### config.mk
export PLATFORM = sky130hd
export DESIGN_NAME = imm_gen_pipe
export DESIGN_NICKNAME = d
export VERILOG_FILES = /design/src/rtl/imm_gen_pipe.sv
export SDC_FILE = /design/constraint.sdc
export NUM_CORES = 1
export LEC_CHECK = 0
export CAP_MARGIN = 25
export CORE_ASPECT_RATIO = 1.5
export CORE_UTILIZATION = 30
export CTS_CLUSTER_SIZE = 30
export DETAILED_ROUTE_END_ITERATION = 7
export PLACE_DENSITY = 0.54
export SETUP_SLACK_MARGIN = 0.3
export SYNTH_ARGS = -nofsm -noshare
export SYNTH_HDL_FRONTEND = slang
export SYNTH_SLANG_ARGS = --single-unit
### constraint.sdc
create_clock -name clk -period 3.9 [get_ports clk]
set_input_delay 0.975 -clock clk [delete_from_list [all_inputs] [get_ports clk]]
set_output_delay 0.975 -clock clk [all_outputs]
set_load 0.005 [all_outputs]
### src/rtl/imm_gen_pipe.sv
// Immediate generator for RV32/RV64 instruction formats feeding a DEPTH-entry output FIFO.
// Optional build macro IMM_GEN_ILLEGAL_CNT_EN adds a saturating illegal-format counter.
module imm_gen_pipe #(
    parameter int unsigned XLEN  = 32,
    parameter int unsigned DEPTH = 2
) (
    input  logic            clk,
    input  logic            rst,
    input  logic            in_valid,
    output logic            in_ready,
    input  logic [24:0]     instr,
    input  logic [2:0]      imm_src,
    output logic            out_valid,
    input  logic            out_ready,
    output logic [XLEN-1:0] imm_ext,
    output logic            imm_illegal,
    output logic [3:0]      fill,
    output logic [15:0]     illegal_cnt
);

    localparam int unsigned PTR_W = (DEPTH > 1) ? $clog2(DEPTH) : 1;

    typedef struct packed {
        logic            illegal;
        logic [XLEN-1:0] imm;
    } entry_t;

    entry_t           mem [DEPTH];
    logic [PTR_W-1:0] rd_ptr;
    logic [PTR_W-1:0] wr_ptr;
    logic [PTR_W-1:0] rd_nxt;
    logic [3:0]       fill_nxt;
    logic             push;
    logic             pop;
    logic             bypass;
    logic [31:0]      imm32;
    logic             illegal;
    entry_t           new_entry;
    entry_t           head_nxt;

    function automatic logic [PTR_W-1:0] ptr_inc(input logic [PTR_W-1:0] p);
        if (p == PTR_W'(DEPTH - 1)) return '0;
        return p + PTR_W'(1);
    endfunction

    // instr[k] is instruction bit k+7, so instruction bit n maps to instr[n-7]
    always_comb begin
        imm32   = '0;
        illegal = 1'b0;
        case (imm_src)
            3'b000:  imm32 = {{20{instr[24]}}, instr[24:13]};
            3'b001:  imm32 = {{20{instr[24]}}, instr[24:18], instr[4:0]};
            3'b010:  imm32 = {{19{instr[24]}}, instr[24], instr[0], instr[23:18], instr[4:1], 1'b0};
            3'b011:  imm32 = {{11{instr[24]}}, instr[24], instr[12:5], instr[13], instr[23:14], 1'b0};
            3'b100:  imm32 = {instr[24:5], 12'b0};
            default: illegal = 1'b1;
        endcase
    end

    always_comb begin
        new_entry.illegal = illegal;
        new_entry.imm     = XLEN'($signed(imm32));
    end

    assign push = in_valid & in_ready;
    assign pop  = out_valid & out_ready;

    always_comb begin
        fill_nxt = fill;
        if (push && !pop)      fill_nxt = fill + 4'd1;
        else if (pop && !push) fill_nxt = fill - 4'd1;
    end

    assign rd_nxt = pop ? ptr_inc(rd_ptr) : rd_ptr;

    // New entry lands directly at the head when nothing older remains after the pop
    assign bypass   = push && (fill == (pop ? 4'd1 : 4'd0));
    assign head_nxt = bypass ? new_entry : mem[rd_nxt];

    always_ff @(posedge clk) begin
        if (push && !rst) mem[wr_ptr] <= new_entry;
    end

    always_ff @(posedge clk) begin
        if (rst) begin
            rd_ptr      <= '0;
            wr_ptr      <= '0;
            fill        <= '0;
            out_valid   <= 1'b0;
            in_ready    <= 1'b1;
            imm_ext     <= '0;
            imm_illegal <= 1'b0;
        end else begin
            if (push) wr_ptr <= ptr_inc(wr_ptr);
            rd_ptr    <= rd_nxt;
            fill      <= fill_nxt;
            out_valid <= (fill_nxt != 4'd0);
            in_ready  <= (fill_nxt < 4'(DEPTH));
            // Empty buffer keeps the last dequeued head visible
            if (fill_nxt != 4'd0) {imm_illegal, imm_ext} <= head_nxt;
        end
    end

`ifdef IMM_GEN_ILLEGAL_CNT_EN
    always_ff @(posedge clk) begin
        if (rst) begin
            illegal_cnt <= '0;
        end else if (push && illegal && (illegal_cnt != 16'hFFFF)) begin
            illegal_cnt <= illegal_cnt + 16'd1;
        end
    end
`else
    assign illegal_cnt = '0;
`endif

endmodule
Word-level counts from Yosys, hierarchy flattened
Memory sizes are Yosys's and may differ from the RTL's.
Cells that the tools add are included.
{"block": "classes", "addsub": 4, "bitwise": 2, "order_cmp": 1, "n_mux": 17, "n_reduce_logical": 10, "n_eq_ne": 5}
{"op": "32-bit one-hot mux with 5 select lines", "count": 1}
{"op": "33-bit two-way mux", "count": 1}
{"op": "1-bit two-way mux", "count": 13}
{"op": "4-bit two-way mux", "count": 2}
{"op": "3-bit by 2-bit equality test with 1-bit output, second input constant", "count": 2}
{"op": "5-bit OR reduction", "count": 1}
{"op": "4-bit by 1-bit adder with 4-bit output, second input constant", "count": 1}
{"op": "4-bit by 1-bit equality test with 1-bit output", "count": 1}
{"op": "1-bit logical AND", "count": 4}
{"op": "4-bit by 2-bit < comparator with 1-bit output, second input constant", "count": 1}
{"op": "4-bit nonzero test", "count": 1}
{"op": "4-bit by 1-bit subtractor with 4-bit output, second input constant", "count": 1}
{"op": "3-bit by 1-bit equality test with 1-bit output, second input constant", "count": 1}
{"op": "3-bit equality test, second input constant", "count": 1}
{"op": "1-bit logical NOT", "count": 3}
{"op": "3-bit logical NOT", "count": 1}
{"op": "1-bit adder, second input constant", "count": 2}
{"op": "1-bit bitwise AND", "count": 2}
{"block": "word_totals", "regBits": 41, "ram_bits": 66, "elab_cells": 47, "mem_count": 1, "inputBits": 32, "out_inout_bits": 55}
{"memory": "mem", "words": 2, "word_bits": 33, "read_ports": 1, "rd_ports_with_merged_regs": 0, "write_ports": 1, "line_no": "28", "rtl": "entry_t mem [DEPTH];"}

Longest topological paths before layout
{"block": "logic_depth", "depth_word": 6, "ltp_mapped": 9, "depth_no_buf": 7}

Least setup slack after synthesis
OpenSTA, ideal clock, no wires.
{"block": "synth_path", "kind": "input to register", "start": "input port in_valid", "end": "memory mem[0][0] (netlist name), enable pin", "setup_ns": 0.464, "setup_slack_ns": 0.100, "path_buffers": 0, "stages": 2, "arrival_time_ns": 3.336, "path_cell_list": "nand2_1 > nor3_1"}
{"block": "synth_via", "elab_chain_cells": 4}
{"item": "start, declared", "line_no": "9", "rtl": "input logic in_valid,"}
{"item": "1-bit bitwise AND", "line_no": "65", "rtl": "assign push = in_valid & in_ready;"}
{"item": "1-bit logical AND", "line_no": "81", "rtl": "if (push && !rst) mem[wr_ptr] <= new_entry;"}
{"item": "1-bit two-way mux", "line_no": "81"}
{"item": "1-bit two-way mux (implied by the code)", "line_no": "81"}
{"item": "end, declared", "line_no": "28"}
Every way passes these cells.

Worst setup path after layout
{"block": "layout_path", "start": "input port out_ready", "end": "register imm_ext[11]"}
{"block": "layout_via", "elab_chain_cells": 5}
{"item": "start, declared", "line_no": "14", "rtl": "input logic out_ready,"}
{"item": "1-bit bitwise AND (*)", "line_no": "66", "rtl": "assign pop = out_valid & out_ready;"}
{"item": "1-bit two-way mux, or another cell as far along", "line_no": "77", "rtl": "assign bypass = push && (fill == (pop ? 4'd1 : 4'd0));"}
{"item": "4-bit by 1-bit equality test with 1-bit output, or another cell as far along", "line_no": "77"}
{"item": "1-bit logical AND or 4-bit two-way mux (tied branches)", "line_no": "77, 70"}
{"item": "33-bit two-way mux or 4-bit nonzero test (tied branches)", "line_no": "78, 100"}
{"item": "end signal, assigned", "line_no": "100", "rtl": "if (fill_nxt != 4'd0) {imm_illegal, imm_ext} <= head_nxt;"}
{"item": "end, declared", "line_no": "15", "rtl": "output logic [XLEN-1:0] imm_ext,"}
Every way passes the cells marked *; elsewhere a longest branch is shown, timed or not.
A chain may end at the register's enable or synchronous reset.

==> results.md <==
Logic synthesis:
- The netlist uses 42 different library cells.
- The synthesis warning total is 0.
- The number of instances in the synthesized netlist is 421.
- Averaged over all synthesized cells, the footprint is 11.8 um^2.
- In this run the cell area of the synthesized design comes to 4960 um^2.
- Synthesis inferred 107 register bits.
- The share of the Yosys chip area taken by registers is 0.565.
- The synthesized design contains 66 enable-type register cells.
- Among all flip-flop cells after synthesis, the most frequent one is sky130_fd_sc_hd__edfxtp_1.
- The fraction of registers with async set or reset after synthesis is 0.

Route:
- For this run, the detailed router's first-pass iteration total came to 5.
- The number of DRC markers in iteration 0 is 133.
- After detailed routing, the number of remaining DRC violations is 0.
- The final layout contains routed wiring with a total length of 11.1 mm.
- The detailed-route vias per instance is 4.80.
- The count of antenna-violating nets left after detailed routing is 0.
- The overall via count from detail_route is 3326.
- The wire length per cell after detailed routing is 16.0 um.

Power:
- In this run the static leakage power is 2.50 nW.
- The power density over the cells is 694 nW/um^2.
- The peak supply drop is 0.613 mV.

Status:
- The run finished with clean final reports.

GRT:
- The first global-routing pass estimated 17.6 mm of wire.
- The via count of the first global-routing pass was 3337.
- The combined global-route utilization of all metal layers is 0.135.
- Summed over all layers, the global routing overflow is 0.
- The largest net degree at the start of global routing is 71.
- The initial antenna violation count is 0.

CTS:
- The cell at the root of the clock tree is sky130_fd_sc_hd__clkbuf_16.
- The H-tree depth is 3.
- After clock tree synthesis, the clock-pin slew on the worst setup and hold paths is 0.07 ns.
- For this design, the sink count on the clock tree is 107.
- The clock buffer count from CTS is 9.
- The post-CTS setup buffer count is 0.
- The number of gates resized after cts is 0.
- The maximum clock insertion buffer count is 2.
- The post-cts hold buffer count is 0.
- TritonCTS built the clock tree.
- The source-to-sink clock delay at the later pin of the worst-skew pair is 0.34 ns.

Job:
- Across the run, the number of max-cap violations was 0.

Layout:
- The leading cell type in the layout, fill and taps excluded is sky130_fd_sc_hd__mux2i_1.
- Compared with the post-synthesis result, the final layout area differs by 23.2%.
- The antenna diode count is 0.
- The share of final-layout standard cells stronger than drive strength 1 is 0.0801.
- The net count of the finished layout is 516.
- The number of fillers in the final layout is 1570.
- In the layout the commonest cells are sky130_fd_sc_hd__mux2i_1 (72), sky130_fd_sc_hd__clkdlybuf4s50_1 (70), sky130_fd_sc_hd__nand2_1 (68).
- Once layout is done, the placed cells without fillers occupy 6110 um^2.

Floorplan:
- The core region is 16200 um^2.
- For this configuration, the core starts out at a cell density of 0.306.
- The floorplan step defined a die boundary enclosing 17100 um^2.
- From bottom edge to top edge, the die measures 159 um.
- The horizontal extent of the die is 107 um.
- 87 I/O pins were placed.
- The floorplan has 57 rows.

STA:
- The relative max-transition margin is 0.427.
- Derived from the worst setup path, the maximum achievable clock frequency is 331 MHz.
- Counting I/O delays and the setup requirement, the final critical path takes 3.02 ns.
- Setup repair after global routing left no endpoint under its margin.
- The setup total negative slack is 0 ns.
- The number of hold violations in the final report is 0.
- Setup violations remaining at the end of the flow were counted as 0.
- The share of the clock period used by the worst path is 0.775.
- At the pin with the least slew margin, the transition time is 0.859 ns.
- The count of pins over their slew limit is 0.
- The clock skew after layout is 0.00451 ns.

Worst setup path:
- The slowest cell on the critical path is sky130_fd_sc_hd__clkdlybuf4s50_1.
- Together, buffers and inverters on the worst path number 2.
- The delay of the slowest critical-path stage is 0.58 ns.
- The critical path is of the in2reg type.
- The required time of the critical path is 4.11 ns.
- The critical path endpoint category is a flop.
- The data arrival time of the critical path is 3.23 ns.
- The startpoint kind of the worst setup timing path is a primary input.
- Broken down by cell family, the worst path's largest delay share belongs to buffers and inverters.
- In this run the worst path has a maximum fanout of 26.
- Walking the worst path, the cells encountered are clkdlybuf4s50_1 -> nand2_8 -> xnor2_1 -> nand3_2 -> buf_4 -> o211ai_1 -> mux2i_1.

Place:
- At the end of routability-driven placement, the weighted congestion stood at 0.793.
- The count of input and output buffers is 70.
- The placed cell area is 5800 um^2.
- The total half-perimeter wirelength after legalization and detailed placement is 7.39 mm.

Worst hold path:
- In this run the worst hold path is classified as reg2reg.
[kinds of logic after synthesis]
kind of cell / after synthesis / share of synthesized area
other: 1 / 0.000756
DFF: 107 / 0.565
adders and majority gates: 3 / 0.00732
buffers and inverters: 51 / 0.0643
and+or+nand+nor: 103 / 0.0939
xor gates and xnor gates: 7 / 0.0154
muxes: 72 / 0.145
AOI/OAI and AO/OA: 77 / 0.108
[metal layers]
metal  up-vias  track usage  part of all wire
met5         -            0                 0
met4         0       0.0567             0.014
met3         8       0.0274             0.038
met2        91        0.233              0.51
met1      1613        0.162              0.43
li1       1614            -                 -
[layout make-up]
type,count,area [um^2],share of cell area
Sequential cell,107,2800,0.459
Inverter,3,11.3,0.00184
Timing Repair Buffer,83,811,0.133
Clock buffer,12,258,0.0422
Clock inverter,4,47.5,0.00778
Tap cell,206,258,0.0422
Multi-Input combinational cell,278,1920,0.315
[Yosys cell counts, types with 2 or more instances]
cell,instances,share of area
sky130_fd_sc_hd__mux2i_1,72,0.15
sky130_fd_sc_hd__edfxtp_1,66,0.40
sky130_fd_sc_hd__o22ai_1,8,0.010
sky130_fd_sc_hd__nor2b_1,10,0.013
sky130_fd_sc_hd__buf_4,16,0.024
sky130_fd_sc_hd__a31oi_1,8,0.010
sky130_fd_sc_hd__and2_1,3,0.0038
sky130_fd_sc_hd__buf_12,3,0.012
sky130_fd_sc_hd__xnor2_1,4,0.0071
sky130_fd_sc_hd__xor2_2,2,0.0066
sky130_fd_sc_hd__clkbuf_1,22,0.017
sky130_fd_sc_hd__buf_6,2,0.0045
sky130_fd_sc_hd__a21oi_1,10,0.010
sky130_fd_sc_hd__a21o_1,11,0.017
sky130_fd_sc_hd__nor3_1,4,0.0040
sky130_fd_sc_hd__buf_1,2,0.0015
sky130_fd_sc_hd__nand2_1,68,0.051
sky130_fd_sc_hd__buf_2,3,0.0030
sky130_fd_sc_hd__o211ai_1,33,0.050
sky130_fd_sc_hd__inv_1,2,0.0015
sky130_fd_sc_hd__ha_1,2,0.0050
sky130_fd_sc_hd__o21ai_0,2,0.0020
sky130_fd_sc_hd__nor2_1,9,0.0068
sky130_fd_sc_hd__dfxtp_1,41,0.17
[state kept, by name (all words and copies together) (netlist names)]
name / cells
fill: 4
imm_ext: 32
imm_illegal: 1
in_ready: 1
mem: 66
out_valid: 1
rd_ptr: 1
wr_ptr: 1
[worst paths after layout]
| kind | startpoint | endpoint | slack [ns] | cells after the start |
|---|---|---|---|---|
| hold / removal | imm_ext[27]$_SDFFE_PP0P_ | imm_ext[27]$_SDFFE_PP0P_ | 0.46 | 2 |
| hold reg to reg | imm_ext[27]$_SDFFE_PP0P_ | imm_ext[27]$_SDFFE_PP0P_ | 0.46 | 2 |
| setup reg to reg | fill[1]$_SDFF_PP0_ | out_valid$_SDFF_PP0_ | 1.60 | 8 |
| setup / recovery | out_ready | imm_ext[11]$_SDFFE_PP0P_ | 0.88 | 7 |
[stage by stage]
step                cells  utilization  power, mW  setup slack [ns]  hold slack, ns
floorplan             436            -       2.90              1.11           0.451
global placement      677        0.359       3.32             0.576           0.448
detailed placement    677        0.359       3.36             0.471           0.447
CTS                   693        0.377       4.29             0.832           0.463
global route          693        0.377       4.50             0.653           0.479
finish                693        0.377       4.24             0.877           0.456
[worst reg2reg max path, stage by stage, from the launching register on]
cell	delay (ns)
sky130_fd_sc_hd__dfxtp_1	0.46
sky130_fd_sc_hd__inv_1	0.09
sky130_fd_sc_hd__ha_1	0.32
sky130_fd_sc_hd__a21oi_1	0.06
sky130_fd_sc_hd__a22oi_2	0.22
sky130_fd_sc_hd__nand2_1	0.07
sky130_fd_sc_hd__or3_2	0.41
sky130_fd_sc_hd__buf_4	0.32
sky130_fd_sc_hd__and2_1	0.25
[power by group]
part           switching (mW)  internal [mW]
sequential              0.121           1.43
clock                   0.390          0.535
combinational           0.886          0.874
(Power assumes the default switching activity.)
